`src/rtl/fifo_rd_streamer.sv`:
```
// fifo_rd_streamer: read-side consumer for the dual-clock SRAM FIFO (rclk domain).
//
// A transfer starts on a `start` pulse in IDLE and latches `cfg_len`. The block then pops
// exactly that many words from the FIFO. It tracks the fixed RD_LAT read latency with a
// shift register of per-pop valid bits, captures each returning word into a small circular
// output buffer, and presents the buffer head on a valid/ready stream. Pops are
// credit-limited: a pop is issued only while buffered plus in-flight words leave room, so
// downstream back-pressure can never drop a popped word. When the last word has been
// consumed, `done` pulses for one cycle.
//
// Ports:
//   rclk         read-domain clock
//   rst_n        asynchronous active-low reset
//   start        single-cycle pulse, accepted only in IDLE
//   cfg_len      words to transfer, sampled on an accepted start
//   fifo_rempty  FIFO empty flag (registered in FIFO)
//   fifo_rdata   FIFO read data, valid RD_LAT cycles after a pop
//   fifo_rinc    pop request to FIFO
//   out_valid    out_data holds a word
//   out_data     head of output buffer
//   out_ready    downstream accepts when out_valid & out_ready
//   busy         high while running or flushing
//   done         one-cycle completion pulse
//   pop_cnt      words popped in the current transfer

module fifo_rd_streamer #(
    parameter int unsigned WIDTH      = 32,
    parameter int unsigned RD_LAT     = 2,
    parameter int unsigned OBUF_DEPTH = 4,   // power of 2, >= RD_LAT + 1
    parameter int unsigned LEN_W      = 16
) (
    input  logic             rclk,
    input  logic             rst_n,
    input  logic             start,
    input  logic [LEN_W-1:0] cfg_len,
    input  logic             fifo_rempty,
    input  logic [WIDTH-1:0] fifo_rdata,
    output logic             fifo_rinc,
    output logic             out_valid,
    output logic [WIDTH-1:0] out_data,
    input  logic             out_ready,
    output logic             busy,
    output logic             done,
    output logic [LEN_W-1:0] pop_cnt
);

    localparam int unsigned PtrW = (OBUF_DEPTH > 1) ? $clog2(OBUF_DEPTH) : 1;
    // Wide enough for occupancy plus in-flight count without wrapping.
    localparam int unsigned CntW = PtrW + 2;
    localparam logic [CntW-1:0] DepthC = CntW'(OBUF_DEPTH);

    typedef enum logic [1:0] {
        StIdle,
        StRun,
        StFlush,
        StDone
    } state_e;

    state_e state_q, state_d;

    logic [LEN_W-1:0] len_q, len_d;
    logic [LEN_W-1:0] pop_cnt_q, pop_cnt_d;

    // One valid bit per outstanding pop; bit RD_LAT-1 marks the cycle in which
    // fifo_rdata carries that pop's word.
    logic [RD_LAT-1:0] inflight_q, inflight_d;
    logic [CntW-1:0]   inflight_cnt;

    logic [WIDTH-1:0] mem_q [OBUF_DEPTH];
    logic [PtrW-1:0]  wptr_q, rptr_q;
    logic [CntW-1:0]  occ_q, occ_d;

    logic [CntW-1:0] credit_sum;
    logic            capture;
    logic            drain;

    // ------------------------------------------------------------------
    // Credit and pop decision
    // ------------------------------------------------------------------
    always_comb begin
        inflight_cnt = '0;
        for (int i = 0; i < RD_LAT; i++) begin
            inflight_cnt = inflight_cnt + CntW'(inflight_q[i]);
        end
    end

    assign credit_sum = occ_q + inflight_cnt;

    assign fifo_rinc = (state_q == StRun) & ~fifo_rempty & (pop_cnt_q < len_q)
                     & (credit_sum < DepthC);

    assign capture = inflight_q[RD_LAT-1];
    assign drain   = out_valid & out_ready;

    // ------------------------------------------------------------------
    // Latency tracking shift register
    // ------------------------------------------------------------------
    always_comb begin
        inflight_d    = '0;
        inflight_d[0] = fifo_rinc;
        for (int i = 1; i < RD_LAT; i++) begin
            inflight_d[i] = inflight_q[i-1];
        end
    end

    // ------------------------------------------------------------------
    // Control FSM: next state
    // ------------------------------------------------------------------
    always_comb begin
        state_d   = state_q;
        len_d     = len_q;
        pop_cnt_d = pop_cnt_q;

        if (fifo_rinc) begin
            pop_cnt_d = pop_cnt_q + 1'b1;
        end

        unique case (state_q)
            StIdle: begin
                if (start) begin
                    len_d     = cfg_len;
                    pop_cnt_d = '0;
                    state_d   = (cfg_len == '0) ? StDone : StRun;
                end
            end
            StRun: begin
                // Counting this cycle's pop; the last pop moves straight to flush.
                if (pop_cnt_d >= len_q) begin
                    state_d = StFlush;
                end
            end
            StFlush: begin
                if ((inflight_q == '0) && (occ_q == '0)) begin
                    state_d = StDone;
                end
            end
            StDone: begin
                state_d = StIdle;
            end
            default: begin
                state_d = StIdle;
            end
        endcase
    end

    // ------------------------------------------------------------------
    // Output buffer occupancy
    // ------------------------------------------------------------------
    always_comb begin
        occ_d = occ_q;
        unique case ({capture, drain})
            2'b10:   occ_d = occ_q + 1'b1;
            2'b01:   occ_d = occ_q - 1'b1;
            default: occ_d = occ_q;
        endcase
    end

    // ------------------------------------------------------------------
    // State registers
    // ------------------------------------------------------------------
    always_ff @(posedge rclk or negedge rst_n) begin
        if (!rst_n) begin
            state_q    <= StIdle;
            len_q      <= '0;
            pop_cnt_q  <= '0;
            inflight_q <= '0;
            wptr_q     <= '0;
            rptr_q     <= '0;
            occ_q      <= '0;
            for (int i = 0; i < OBUF_DEPTH; i++) begin
                mem_q[i] <= '0;
            end
        end else begin
            state_q    <= state_d;
            len_q      <= len_d;
            pop_cnt_q  <= pop_cnt_d;
            inflight_q <= inflight_d;
            occ_q      <= occ_d;
            if (capture) begin
                mem_q[wptr_q] <= fifo_rdata;
                wptr_q        <= wptr_q + 1'b1;
            end
            if (drain) begin
                rptr_q <= rptr_q + 1'b1;
            end
        end
    end

    // ------------------------------------------------------------------
    // Outputs
    // ------------------------------------------------------------------
    assign out_valid = (occ_q != '0);
    assign out_data  = mem_q[rptr_q];
    assign busy      = (state_q == StRun) | (state_q == StFlush);
    assign done      = (state_q == StDone);
    assign pop_cnt   = pop_cnt_q;

endmodule
```
`config.mk`:
```
export PLATFORM = sky130hd
export DESIGN_NAME = fifo_rd_streamer
export DESIGN_NICKNAME = d
export VERILOG_FILES = /design/src/rtl/fifo_rd_streamer.sv
export SDC_FILE = /design/constraint.sdc
export NUM_CORES = 1
export LEC_CHECK = 0
export CAP_MARGIN = 10
export CORE_ASPECT_RATIO = 0.75
export CORE_MARGIN = 2
export CORE_UTILIZATION = 60
export CTS_BUF_LIST = sky130_fd_sc_hd__clkbuf_8
export CTS_CLUSTER_DIAMETER = 60
export DETAILED_ROUTE_END_ITERATION = 8
export GPL_TIMING_DRIVEN = 0
export PLACE_DENSITY_LB_ADDON = 0.08
export SYNTH_ARGS = -nofsm -noshare
export SYNTH_HDL_FRONTEND = slang
export SYNTH_SLANG_ARGS = --single-unit
```
`constraint.sdc`:
```
create_clock -name rclk -period 7.4 [get_ports rclk]
set_input_delay 0.74 -clock rclk [delete_from_list [all_inputs] [get_ports rclk]]
set_output_delay 0.74 -clock rclk [all_outputs]
set_load 0.01 [all_outputs]
```
# [Yosys cells after proc, flatten, opt, wreduce, memory -nomap -nowiden]
# Cells that the tools add are included.
[classes] add_sub_neg=7 eq_ne=8 n_mux=15 reduce_logical=10 order_cmp=6 n_bitwise=8
[op_table] operator="128-bit bitwise mux" n=1
[op_table] operator="32-bit 2-to-1 mux" n=3
[op_table] operator="32-bit binary-select mux with 2-bit select" n=1
[op_table] operator="32-bit demux with 2-bit select" n=1
[op_table] operator="16-bit 2-to-1 mux" n=3
[op_table] operator="16-bit by 1-bit adder with 16-bit output, second input constant" n=1
[op_table] operator="16-bit >= comparator" n=1
[op_table] operator="16-bit zero test" n=1
[op_table] operator="16-bit less-than comparator" n=1
[op_table] operator="2-bit 2-to-1 mux" n=4
[op_table] operator="2-bit one-hot mux with 4 select lines" n=1
[op_table] operator="4-bit one-hot mux with 2 select lines" n=1
[op_table] operator="2-bit == test, second input constant" n=3
[op_table] operator="3-bit >= comparator, second input constant" n=2
[op_table] operator="2-bit inverter with 3-bit output" n=2
[op_table] operator="2-bit by 1-bit adder with 2-bit output, second input constant" n=2
[op_table] operator="4-bit by 1-bit adder with 4-bit output, second input constant" n=1
[op_table] operator="4-bit by 2-bit adder with 4-bit output" n=1
[op_table] operator="1-bit bitwise AND" n=4
[op_table] operator="2-bit by 1-bit == test with 1-bit output, second input constant" n=2
[op_table] operator="2-bit zero test" n=2
[op_table] operator="4-bit zero test" n=1
[op_table] operator="4-bit by 3-bit less-than comparator with 1-bit output, second input constant" n=1
[op_table] operator="2-bit != test, second input constant" n=2
[op_table] operator="11 further kinds" n=12
[word_totals] output_inout_bits=52 ff_bits=172 inputBits=53 wordCells=65

# [Longest topological paths before layout]
# Gate-level depths: netlist of run 1.
[depth] depth_word=8 depth_mapped=16 mapped_depth_nobuf=15

# [Worst setup path before layout of run 1]
# OpenSTA, ideal clock, no wires.
[synth_timing] path_type="flip-flop to flip-flop" start="register pop_cnt_q[2], in the netlist pop_cnt[2]" end="register state_q[0]" setup_slack_ps=3740 n_path_buf=0 arrival_time_ps=3529 path_stages_with_launch=15 synth_period_minus_slack_ps=3660 setup_ps=131 t_required_ps=7269 path_cell_list="dfrtp_1 ha_1 a21oi_2 o21ai_1 a311o_4 a21oi_1 nand4b_1 xnor2_1 ha_1 a21o_1 nand3_1 a21oi_1 nor4b_1 o31ai_1 or3_1"
[synth_between] elab_chain_len=7 elab_cells_between_ends=8 classes_between="1 x add/sub; 2 x order compare; 1 x eq/ne; 1 x mux; 2 x bitwise; 1 x reduce/logical"
[synth_rtl] element="from (decl)" line="62" rtl="logic [LEN_W-1:0] pop_cnt_q, pop_cnt_d;"
[synth_rtl] element="from (signal assigned)" line="176" rtl="pop_cnt_q <= pop_cnt_d;"
[synth_rtl] element="16-bit less-than comparator" line="89" rtl="assign fifo_rinc = (state_q == StRun) & ~fifo_rempty & (pop_cnt_q < len_q)"
[synth_rtl] element="1-bit bitwise AND" line="89"
[synth_rtl] element="1-bit bitwise AND" line="90" rtl="& (credit_sum < DepthC);"
[synth_rtl] element="16-bit 2-to-1 mux *" line="114" rtl="if (fifo_rinc) begin"
[synth_rtl] element="16-bit >= comparator *" line="128" rtl="if (pop_cnt_d >= len_q) begin"
[synth_rtl] element="2-bit by 1-bit != test with 1-bit output (no line) *"
[synth_rtl] element="3-bit AND reduction (no line) *"
[synth_rtl] element="to (signal assigned)" line="163" rtl="state_q <= StIdle;"
[synth_rtl] element="to (signal assigned)" line="174" rtl="state_q <= state_d;"
[synth_rtl] element="to (decl)" line="59" rtl="state_e state_q, state_d;"
# Mark *: on every way between the ends. The rest lies on a longest branch, timed or not.
# A chain may end at the register's enable or synchronous reset.

# [Worst setup path after layout of run 1]
# Same ends and word-level chain as after synthesis.

==> results of run 1 <==
## synthesized netlist by cell type, types with 6 or more instances
cell type	instances
ha_1	45
xor2_1	13
inv_1	27
o21ai_0	26
xnor2_1	6
clkbuf_1	10
dfrtp_1	172
nand3_1	12
buf_1	12
nand4_1	10
nand2_1	42
a2111oi_2	7
a21oi_1	15
and2_1	13
mux4_2	32
nor2_1	12
mux2_2	128
## state kept, by name (all words and copies together) (netlist names)
| signal | count |
|---|---|
| pop_cnt | 16 |
| len_q | 16 |
| mem_q | 128 |
| inflight_q | 2 |
| occ_q | 4 |
| wptr_q | 2 |
| state_q | 2 |
| rptr_q | 2 |
## cells in the final DEF, fill, tap and decap left out, types with 5 or more instances in the layout
cell type        instances
and3_1                   5
buf_1                   12
and2_1                  13
clkbuf_8                19
clkbuf_1                10
dfrtp_1                172
a2111oi_2                7
nand2b_1                 5
nand2_1                 42
inv_1                   30
clkdlybuf4s50_1        103
o21a_1                   5
xor2_1                  13
mux2_2                 128
nor2_1                  12
nand3_1                 12
xnor2_1                  6
o21ai_0                 26
a21oi_1                 15
nor3_1                   5
ha_1                    45
mux4_2                  32
nand4_1                 10
## routing by layer
layer  track usage [%]  vias up
met4              7.92        0
li1                  -     2639
met2              40.5      147
met1              39.3     2971
met3              4.80       24
met5                 0        -
## through the flow
| step | power (mW) | TNS [ns] |
|---|---|---|
| floorplan | 2.73 | 0 |
| global placement | 3.34 | -193.06 |
| detailed placement | 3.45 | 0 |
| CTS | 4.14 | 0 |
| global route | 4.38 | 0 |
| finish | 4.12 | 0 |
## power breakdown
group	internal [mW]	leakage, nW	switching [mW]
Combinational	1.06	2.23	0.782
Clock	0.349	0.220	0.340
Sequential	1.37	2.06	0.215
Total	2.78	4.51	1.34
## worst max path at each step
stage,start,end,slack (ns),depth (start not counted)
floorplan,pop_cnt[2]$_DFF_PN0_,state_q[0]$_DFFE_PN0P_,3.74,14
global placement,rst_n,mem_q[60]$_DFFE_PN0P_,-1.14,1
detailed placement,pop_cnt[2]$_DFF_PN0_,state_q[0]$_DFFE_PN0P_,3.02,13
CTS,pop_cnt[2]$_DFF_PN0_,state_q[0]$_DFFE_PN0P_,2.96,13
global route,pop_cnt[2]$_DFF_PN0_,state_q[0]$_DFFE_PN0P_,2.61,13
finish,pop_cnt[2]$_DFF_PN0_,state_q[0]$_DFFE_PN0P_,2.87,13
## worst max-delay path, cell delays in order (launching register included)
cell,delay (ns)
dfrtp_1,0.50
ha_1,0.38
a21oi_2,0.13
o21ai_1,0.12
a311oi_1,0.62
o2111ai_1,0.32
o21a_1,0.28
or2_2,0.30
ha_1,0.30
a211oi_1,0.28
nor2_1,0.11
nor4b_1,0.63
o31ai_1,0.13
or3_1,0.32
## cell families after synthesis
kind of cell / Yosys count / synth area share, %
compound gates: 74 / 6.16
xor+xnor: 19 / 1.93
fa+ha+maj: 46 / 6.75
buf+inv: 56 / 2.75
flops: 172 / 49.8
mux: 162 / 25.3
simple gates: 123 / 7.30
## area by class of cell
cell class / count / area [sq um]
Sequential cell: 172 / 4300
Multi-Input combinational cell: 424 / 4090
Fill cell: 911 / 3550
Timing Repair Buffer: 105 / 1070
Clock buffer: 19 / 262
Tap cell: 175 / 219
Clock inverter: 12 / 146
Buffer: 29 / 136
Inverter: 27 / 101
==> metrics.yaml, run 1 <==
outcome:
  status: "completed"
detailed_routing:
  wl_met3_um: 922
  routed-wl-met2_mm: 8.79
  drtIter0Drc: 335
  ant_nets: 0
  drc: 0
  routed_wl_mm: 18.9
  vias: 5781
  routedWlPerCell_um: 19.7
  vias_per_cell: 6.00
  first_pass_iters: 5
  top_layer_used: "met4"
  drt-met1-wl_mm: 9.00
sta:
  slew_headroom_pct: 44.6
  rsz0062_at_grt: "false"
  min_period_over_period_pct: 61.2
  maxSlewViolCount: 0
  finalWorstSetupSlack_ns: 2.87
  fmax_mhz: 221
  layout_min_cycle_time_ns: 4.53
  max_slew.worst_pin.slew_ns: 0.828
  fin_skew_ns: 0.0160
  finalSetupViolCount: 0
  hold_viol_final: 0
  timing.hold.ws_ns: 0.200
layout:
  design_area_sq_mm: 0.0103
  diodes: 0
  layout.nets: 875
  final_cell_count_no_fill: 963
  area_growth_pct: 19.7
  drive_gt1_share_pct: 26.9
  final_core_util_pct: 74.4
die:
  ios: 105
  die_area_sq_mm: 0.0154
  die_x_um: 143
  rows: 37
  core_sq_mm: 0.0139
  initial_core_util_pct: 62.2
  fp.dieH_um: 108
grt:
  grt_pass1_wl_mm: 31.0
  grt_pass1_vias: 6029
  grt_max_degree: 111
  antenna_found_initial: 0
  grt_usage_pct: 26.5
  overflow: 0
clocking:
  ctsLongestPathBuffers: 2
  cts_root_buf: "clkbuf_8"
  clkSinkCount: 172
  path_clk_slew_ns: 0.10
  cts_setup_buffers: 0
  cts_resized: 0
  cts_buffers: 17
  clk_latency_ns: 0.46
  cts_hold_buf: 0
  cts_tree: "yes"
  htree_num_levels: 4
synthesis:
  yosysWarnings: 0
  ys_ff_latch: 172
  ys.flop_type: "dfrtp_1"
  syn_area_sq_mm: 0.00864
  yosysTopAreaCellShare_pct: 49.8
  syn-instance-count: 652
  syn-num-nets: 751
  synth.distinct_cells: 54
  synth_largest_area_cell: "dfrtp_1"
  synth_area_per_cell_sq_um: 13.2
  synth_edf_count: 0
  postSynth.asyncResetShare_pct: 100
  synth_seq_area_share_pct: 49.8
  synth_area_leaders: "dfrtp_1, mux2_2, mux4_2"
place:
  dp_cells: 932
  place.gp.congestion: 0.928
  hpwl_mm: 13.7
  pre_cts_ws_ns: 3.02
  placed_area_sq_mm: 0.00993
  port_buffers: 104
setup_path:
  start_kind: "flip-flop"
  end_kind: "flip-flop"
  worstReg2RegEnd: "state_q[0]$_DFFE_PN0P_"
  crit_fanout: 9
  path_class: "flip-flop to flip-flop"
  reg2reg_depth: 13
  crit_required_ns: 7.74
  r2r_setup_slack_ns: 2.87
  r2r_start: "pop_cnt[2]$_DFF_PN0_"
  worstPathArrival_ns: 4.87
power:
  vdd_ir_drop_max_v: 0.000198
  power.density_mw_per_mm2: 398
  p_leak_nw: 4.51
hold_path:
  hold_class: "input pin to async pin"
flow_run:
  cap_violations: 0
(Power assumes the default switching activity.)
==> run 2: changes to the inputs <==
- CORE_UTILIZATION: 60 -> 52
- clock period: 7.4 -> 4.16 ns (I/O delays scaled with it)
==> metrics.yaml, run 2 (same netlist as run 1, synthesis figures left out) <==
outcome:
  status: "completed"
layout:
  drive_gt1_share_pct: 28.6  # +1.7 points
  final_common_cell: "dfrtp_1"
  layout.nets: 877  # +0.23%
  area_growth_pct: 21.1
  largest_reg_flops: 128  # unchanged
  regMostFlops: "mem_q"
  layout_common_cells: "dfrtp_1, mux2_2, clkdlybuf4s50_1"
  final_cell_count_no_fill: 1001  # +3.9%
  diodes: 0  # unchanged
place:
  pre_cts_ws_ns: -0.00208  # -3.02 ns
  place.gp.congestion: 0.903  # -2.7%
  hpwl_mm: 13.5  # -1.0%
  dp_cells: 967  # +3.8%
  port_buffers: 104  # unchanged
setup_path:
  reg2reg_depth: 14  # +1
  r2r_setup_slack_ns: 0.22  # -2.65 ns
  crit_required_ns: 4.50  # -3.24 ns
  worstReg2RegEnd: "state_q[0]$_DFFE_PN0P_"
  start_kind: "flip-flop"
  crit_fanout: 6  # -3
  end_kind: "flip-flop"
  path_class: "flip-flop to flip-flop"
  r2r_start: "pop_cnt[7]$_DFF_PN0_"
  worstPathArrival_ns: 4.28  # -0.59 ns
clocking:
  path_clk_slew_ns: 0.10  # about the same
  clkSinkCount: 172  # unchanged
  ctsLongestPathBuffers: 2  # unchanged
  cts_tree: "yes"
  cts_root_buf: "clkbuf_8"
  cts_buffers: 17  # unchanged
  clk_latency_ns: 0.46  # about the same
  htree_num_levels: 4  # unchanged
grt:
  antenna_found_initial: 0  # unchanged
  grt_usage_pct: 23.0  # -3.4 points
  use_met2_pct: 37.0  # -3.5 points
  use_met1_pct: 33.0  # -6.3 points
  use_met3_pct: 4.86  # +0.057 points
  grt.busiest_layer: "met2"
  grt_pass1_wl_mm: 31.7  # +2.2%
  grt_pass1_vias: 6081  # +0.86%
  overflow: 0  # unchanged
  grt_max_degree: 92  # -17%
die:
  die_area_sq_mm: 0.0177  # +15%
  ios: 105  # unchanged
  die_x_um: 153  # +7.2%
  core_sq_mm: 0.0161  # +16%
  fp.dieH_um: 116  # +7.1%
  initial_core_util_pct: 53.6  # -8.6 points
  rows: 40  # +8.1%
detailed_routing:
  vias_per_cell: 5.72  # -4.7%
  drc: 0  # unchanged
  routedWlPerCell_um: 19.0  # -3.2%
  routed_wl_mm: 19.1  # +0.58%
  first_pass_iters: 5  # unchanged
  vias: 5725  # -0.97%
  drtIter0Drc: 300  # -10%
  ant_nets: 0  # unchanged
sta:
  layout_min_cycle_time_ns: 3.94  # -0.591 ns
  min_period_over_period_pct: 94.7  # +33 points
  finalWorstSetupSlack_ns: 0.221  # -2.65 ns
  hold_viol_final: 0  # unchanged
  max_slew.worst_pin.slew_ns: 0.742  # -0.0859 ns
  finalSetupViolCount: 0  # unchanged
  fin_skew_ns: 0.0168  # +0.000743 ns
  fmax_mhz: 254  # +15%
  slew_headroom_pct: 50.5  # +5.9 points
  maxSlewViolCount: 0  # unchanged
hold_path:
  min_from: "inflight_q[0]$_DFF_PN0_"
  min_to: "inflight_q[1]$_DFF_PN0_"
  hold_class: "flip-flop to flip-flop"
  min_path_cells: 0
power:
  power.density_mw_per_mm2: 694  # +74%
  vdd_ir_drop_max_v: 0.000341  # +73%
  p_leak_nw: 4.50  # -0.20%
  finalPower_mw: 7.26  # +76%
flow_run:
  cap_violations: 0  # unchanged
## run 2: critical path, cell delays in order (launching register included)
cell	delay, ns
dfrtp_2	0.46
ha_1	0.37
a21oi_1	0.18
nand2_2	0.11
a311oi_4	0.44
o22ai_2	0.19
or3_1	0.39
and2_1	0.17
ha_1	0.26
nand2b_1	0.09
a21oi_1	0.06
o21ai_0	0.30
a41oi_2	0.23
and3_1	0.23
or3_1	0.33
## run 2: final cells by class
cell class,count,area (sq um)
Fill cell,1216,5660
Sequential cell,172,4310
Multi-Input combinational cell,424,4180
Timing Repair Buffer,107,1090
Tap cell,210,263
Clock buffer,18,248
Buffer,29,136
Clock inverter,14,133
Inverter,27,101
## run 2: how the worst max path moves through the flow
stage	startpoint	end	slack, ns
3_5_place_dp	pop_cnt[2]$_DFF_PN0_	state_q[0]$_DFFE_PN0P_	-0.002
2_1_floorplan	pop_cnt[2]$_DFF_PN0_	state_q[0]$_DFFE_PN0P_	0.50
3_3_place_gp	rst_n	mem_q[90]$_DFFE_PN0P_	-4.11
6_report	pop_cnt[7]$_DFF_PN0_	state_q[0]$_DFFE_PN0P_	0.22
4_1_cts	pop_cnt[2]$_DFF_PN0_	state_q[0]$_DFFE_PN0P_	0.06
5_1_grt	pop_cnt[7]$_DFF_PN0_	state_q[0]$_DFFE_PN0P_	-0.007
## run 2: report_power, final
group / internal [mW] / switching (mW)
Combinational: 1.89 / 1.39
Sequential: 2.44 / 0.381
Clock: 0.501 / 0.652
## run 2: timing repair
item / CTS / global route
pin swaps: 0 / 4
hold buffers: 1 / 0
setup endpoints to repair: 1 / 2
buffers inserted: 0 / 1
hold endpoints to repair: 32 / 0
gates resized for setup: 2 / 11
## run 2: metrics by stage
stage	hold slack (ns)	cell area (sq um)	utilization, %	setup TNS (ns)
2_1_floorplan	0.120	8640	-	0
3_3_place_gp	0.397	9940	61.7	-703.87
3_5_place_dp	0.415	9970	61.9	-0.00208
4_1_cts	0.435	10400	64.4	0
5_1_grt	0.448	10500	64.9	-0.00743
6_report	0.433	10500	64.9	0
## run 2: routing by layer
metal	routed length, um	vias to the layer above
li1	-	2650
met1	9180	2937
met2	8790	127
met3	930	11
met4	148	0
met5	0	-
==> run 3: changes to the inputs <==
- CORE_ASPECT_RATIO: 0.75 -> unset
==> metrics.yaml, run 3 (same netlist as run 1, synthesis figures left out) <==
outcome:
  status: "completed"
place:
  dp_cells: 977  # +1.0%
  hpwl_mm: 13.3  # -2.0%
  placed_area_sq_mm: 0.00998  # +0.13%
  place.gp.congestion: 0.816  # -9.6%
  port_buffers: 104  # unchanged
setup_path:
  critPathLaunch: "pop_cnt[7]$_DFF_PN0_"
  r2r_start: "pop_cnt[7]$_DFF_PN0_"
  worstReg2RegEnd: "state_q[0]$_DFFE_PN0P_"
  cp-endpoint: "state_q[0]$_DFFE_PN0P_"
  start_kind: "flip-flop"
  r2r_setup_slack_ns: 0.22  # about the same
  end_kind: "flip-flop"
  path_class: "flip-flop to flip-flop"
  crit_required_ns: 4.48  # -0.02 ns
  crit_fanout: 6  # unchanged
  reg2reg_depth: 14  # unchanged
  worstPathArrival_ns: 4.26  # -0.02 ns
layout:
  final_cell_count_no_fill: 1011  # +1.0%
  area_growth_pct: 20.5
  largest_reg_flops: 128  # unchanged
  layout_common_cells: "dfrtp_1, mux2_2, clkdlybuf4s50_1"
  design_area_sq_mm: 0.0104  # -0.46%
  regMostFlops: "mem_q"
  diodes: 0  # unchanged
  layout.nets: 877  # unchanged
  drive_gt1_share_pct: 27.9  # -0.63 points
  final_common_cell: "dfrtp_1"
power:
  finalPower_mw: 7.14  # -1.6%
  vdd_ir_drop_max_v: 0.000368  # +7.9%
  power.density_mw_per_mm2: 686  # -1.2%
  p_leak_nw: 4.49  # -0.27%
sta:
  fin_skew_ns: 0.0162  # -0.000549 ns
  hold_viol_final: 0  # unchanged
  maxSlewViolCount: 0  # unchanged
  min_period_over_period_pct: 94.7  # about the same
  finalSetupViolCount: 0  # unchanged
  fmax_mhz: 254  # about the same
  layout_min_cycle_time_ns: 3.94  # +0.00108 ns
  slew_headroom_pct: 40.0  # -11 points
  max_slew.worst_pin.slew_ns: 0.897  # +0.155 ns
detailed_routing:
  routedWlPerCell_um: 18.4  # -3.2%
  vias: 5668  # -1.0%
  vias_per_cell: 5.61  # -2.0%
  drc: 0  # unchanged
  first_pass_iters: 4  # -1
  routed_wl_mm: 18.6  # -2.2%
  drtIter0Drc: 231  # -23%
  ant_nets: 0  # unchanged
clocking:
  path_clk_slew_ns: 0.09  # about the same
  clkSinkCount: 172  # unchanged
  ctsLongestPathBuffers: 2  # unchanged
  cts_buffers: 17  # unchanged
  htree_num_levels: 4  # unchanged
  cts_root_buf: "clkbuf_8"
  cts_tree: "yes"
  clk_latency_ns: 0.45  # about the same
hold_path:
  hold_class: "flip-flop to flip-flop"
die:
  rows: 47  # +18%
  die_area_sq_mm: 0.0177  # about the same
  ios: 105  # unchanged
  die_x_um: 133  # -13%
  fp.dieH_um: 133  # +15%
  initial_core_util_pct: 52.6  # -0.95 points
  core_sq_mm: 0.0164  # +1.8%
grt:
  antenna_found_initial: 0  # unchanged
  grt_pass1_vias: 6114  # +0.54%
  grt_pass1_wl_mm: 30.9  # -2.5%
  overflow: 0  # unchanged
  grt_max_degree: 135  # +47%
  grt_usage_pct: 22.3  # -0.73 points
flow_run:
  cap_violations: 0  # unchanged
run 3: repair_timing:
item	4_1_cts	5_1_grt
buffers inserted	0	1
resized for setup	2	5
pin swaps	0	4
setup endpoints to repair	1	2
hold buffers	1	0
endpoints found under the hold margin	38	0
run 3: per-stage QoR:
| step | util, % | setup TNS (ns) | hold WS, ns | setup WS, ns |
|---|---|---|---|---|
| after floorplan | - | 0 | 0.120 | 0.500 |
| after global placement | 60.7 | -683.14 | 0.402 | -3.99 |
| after detailed placement | 60.9 | -0.0471 | 0.322 | -0.0471 |
| after CTS | 63.2 | 0 | 0.425 | 0.0399 |
| after global routing | 63.4 | -0.0250 | 0.429 | -0.0250 |
| final | 63.4 | 0 | 0.423 | 0.220 |
run 3: power breakdown:
group	switching (mW)	internal, mW	total (mW)
registers	0.375	2.44	2.82
clock network	0.606	0.465	1.07
logic	1.37	1.89	3.26
run 3: metal layers:
metal	share of wire (%)	track usage, %	routed length (um)	vias up
met4	1.5	6.51	271	0
met1	44	29.6	8280	2893
li1	-	-	-	2644
met5	0	0	0	-
met3	3.6	4.33	672	20
met2	50	37.5	9400	111
run 3: worst max-delay path, cell delays in order, from the launching register on:
cell      delay, ns
dfrtp_1        0.46
ha_1           0.38
a21oi_1        0.17
nand2_2        0.09
a311oi_2       0.38
o22ai_1        0.22
or3_1          0.39
and2_1         0.17
ha_1           0.26
nand2b_1       0.09
a21oi_1        0.07
o21ai_0        0.28
a41oi_2        0.25
and3_1         0.25
or3_1          0.33
run 3: layout make-up:
type,count,area [sq um]
flip-flops and latches,172,4310
clock inverters,12,86.3
multi-input cells,424,4140
plain buffers,29,136
clock buffers,20,275
well taps,220,275
repair buffers,107,1090
inverters,27,101
fillers,1275,6000
run 3: worst min path at each step:
| stage | startpoint | to | slack (ns) | cells after the start |
|---|---|---|---|---|
| 2_1_floorplan | rst_n | inflight_q[0]$_DFF_PN0_ | 0.12 | 0 |
| 3_3_place_gp | inflight_q[0]$_DFF_PN0_ | inflight_q[1]$_DFF_PN0_ | 0.40 | 0 |
| 3_5_place_dp | rst_n | mem_q[67]$_DFFE_PN0P_ | 0.32 | 1 |
| 4_1_cts | rst_n | mem_q[67]$_DFFE_PN0P_ | 0.43 | 2 |
| 5_1_grt | rst_n | mem_q[67]$_DFFE_PN0P_ | 0.43 | 2 |
| 6_report | inflight_q[0]$_DFF_PN0_ | inflight_q[1]$_DFF_PN0_ | 0.42 | 0 |
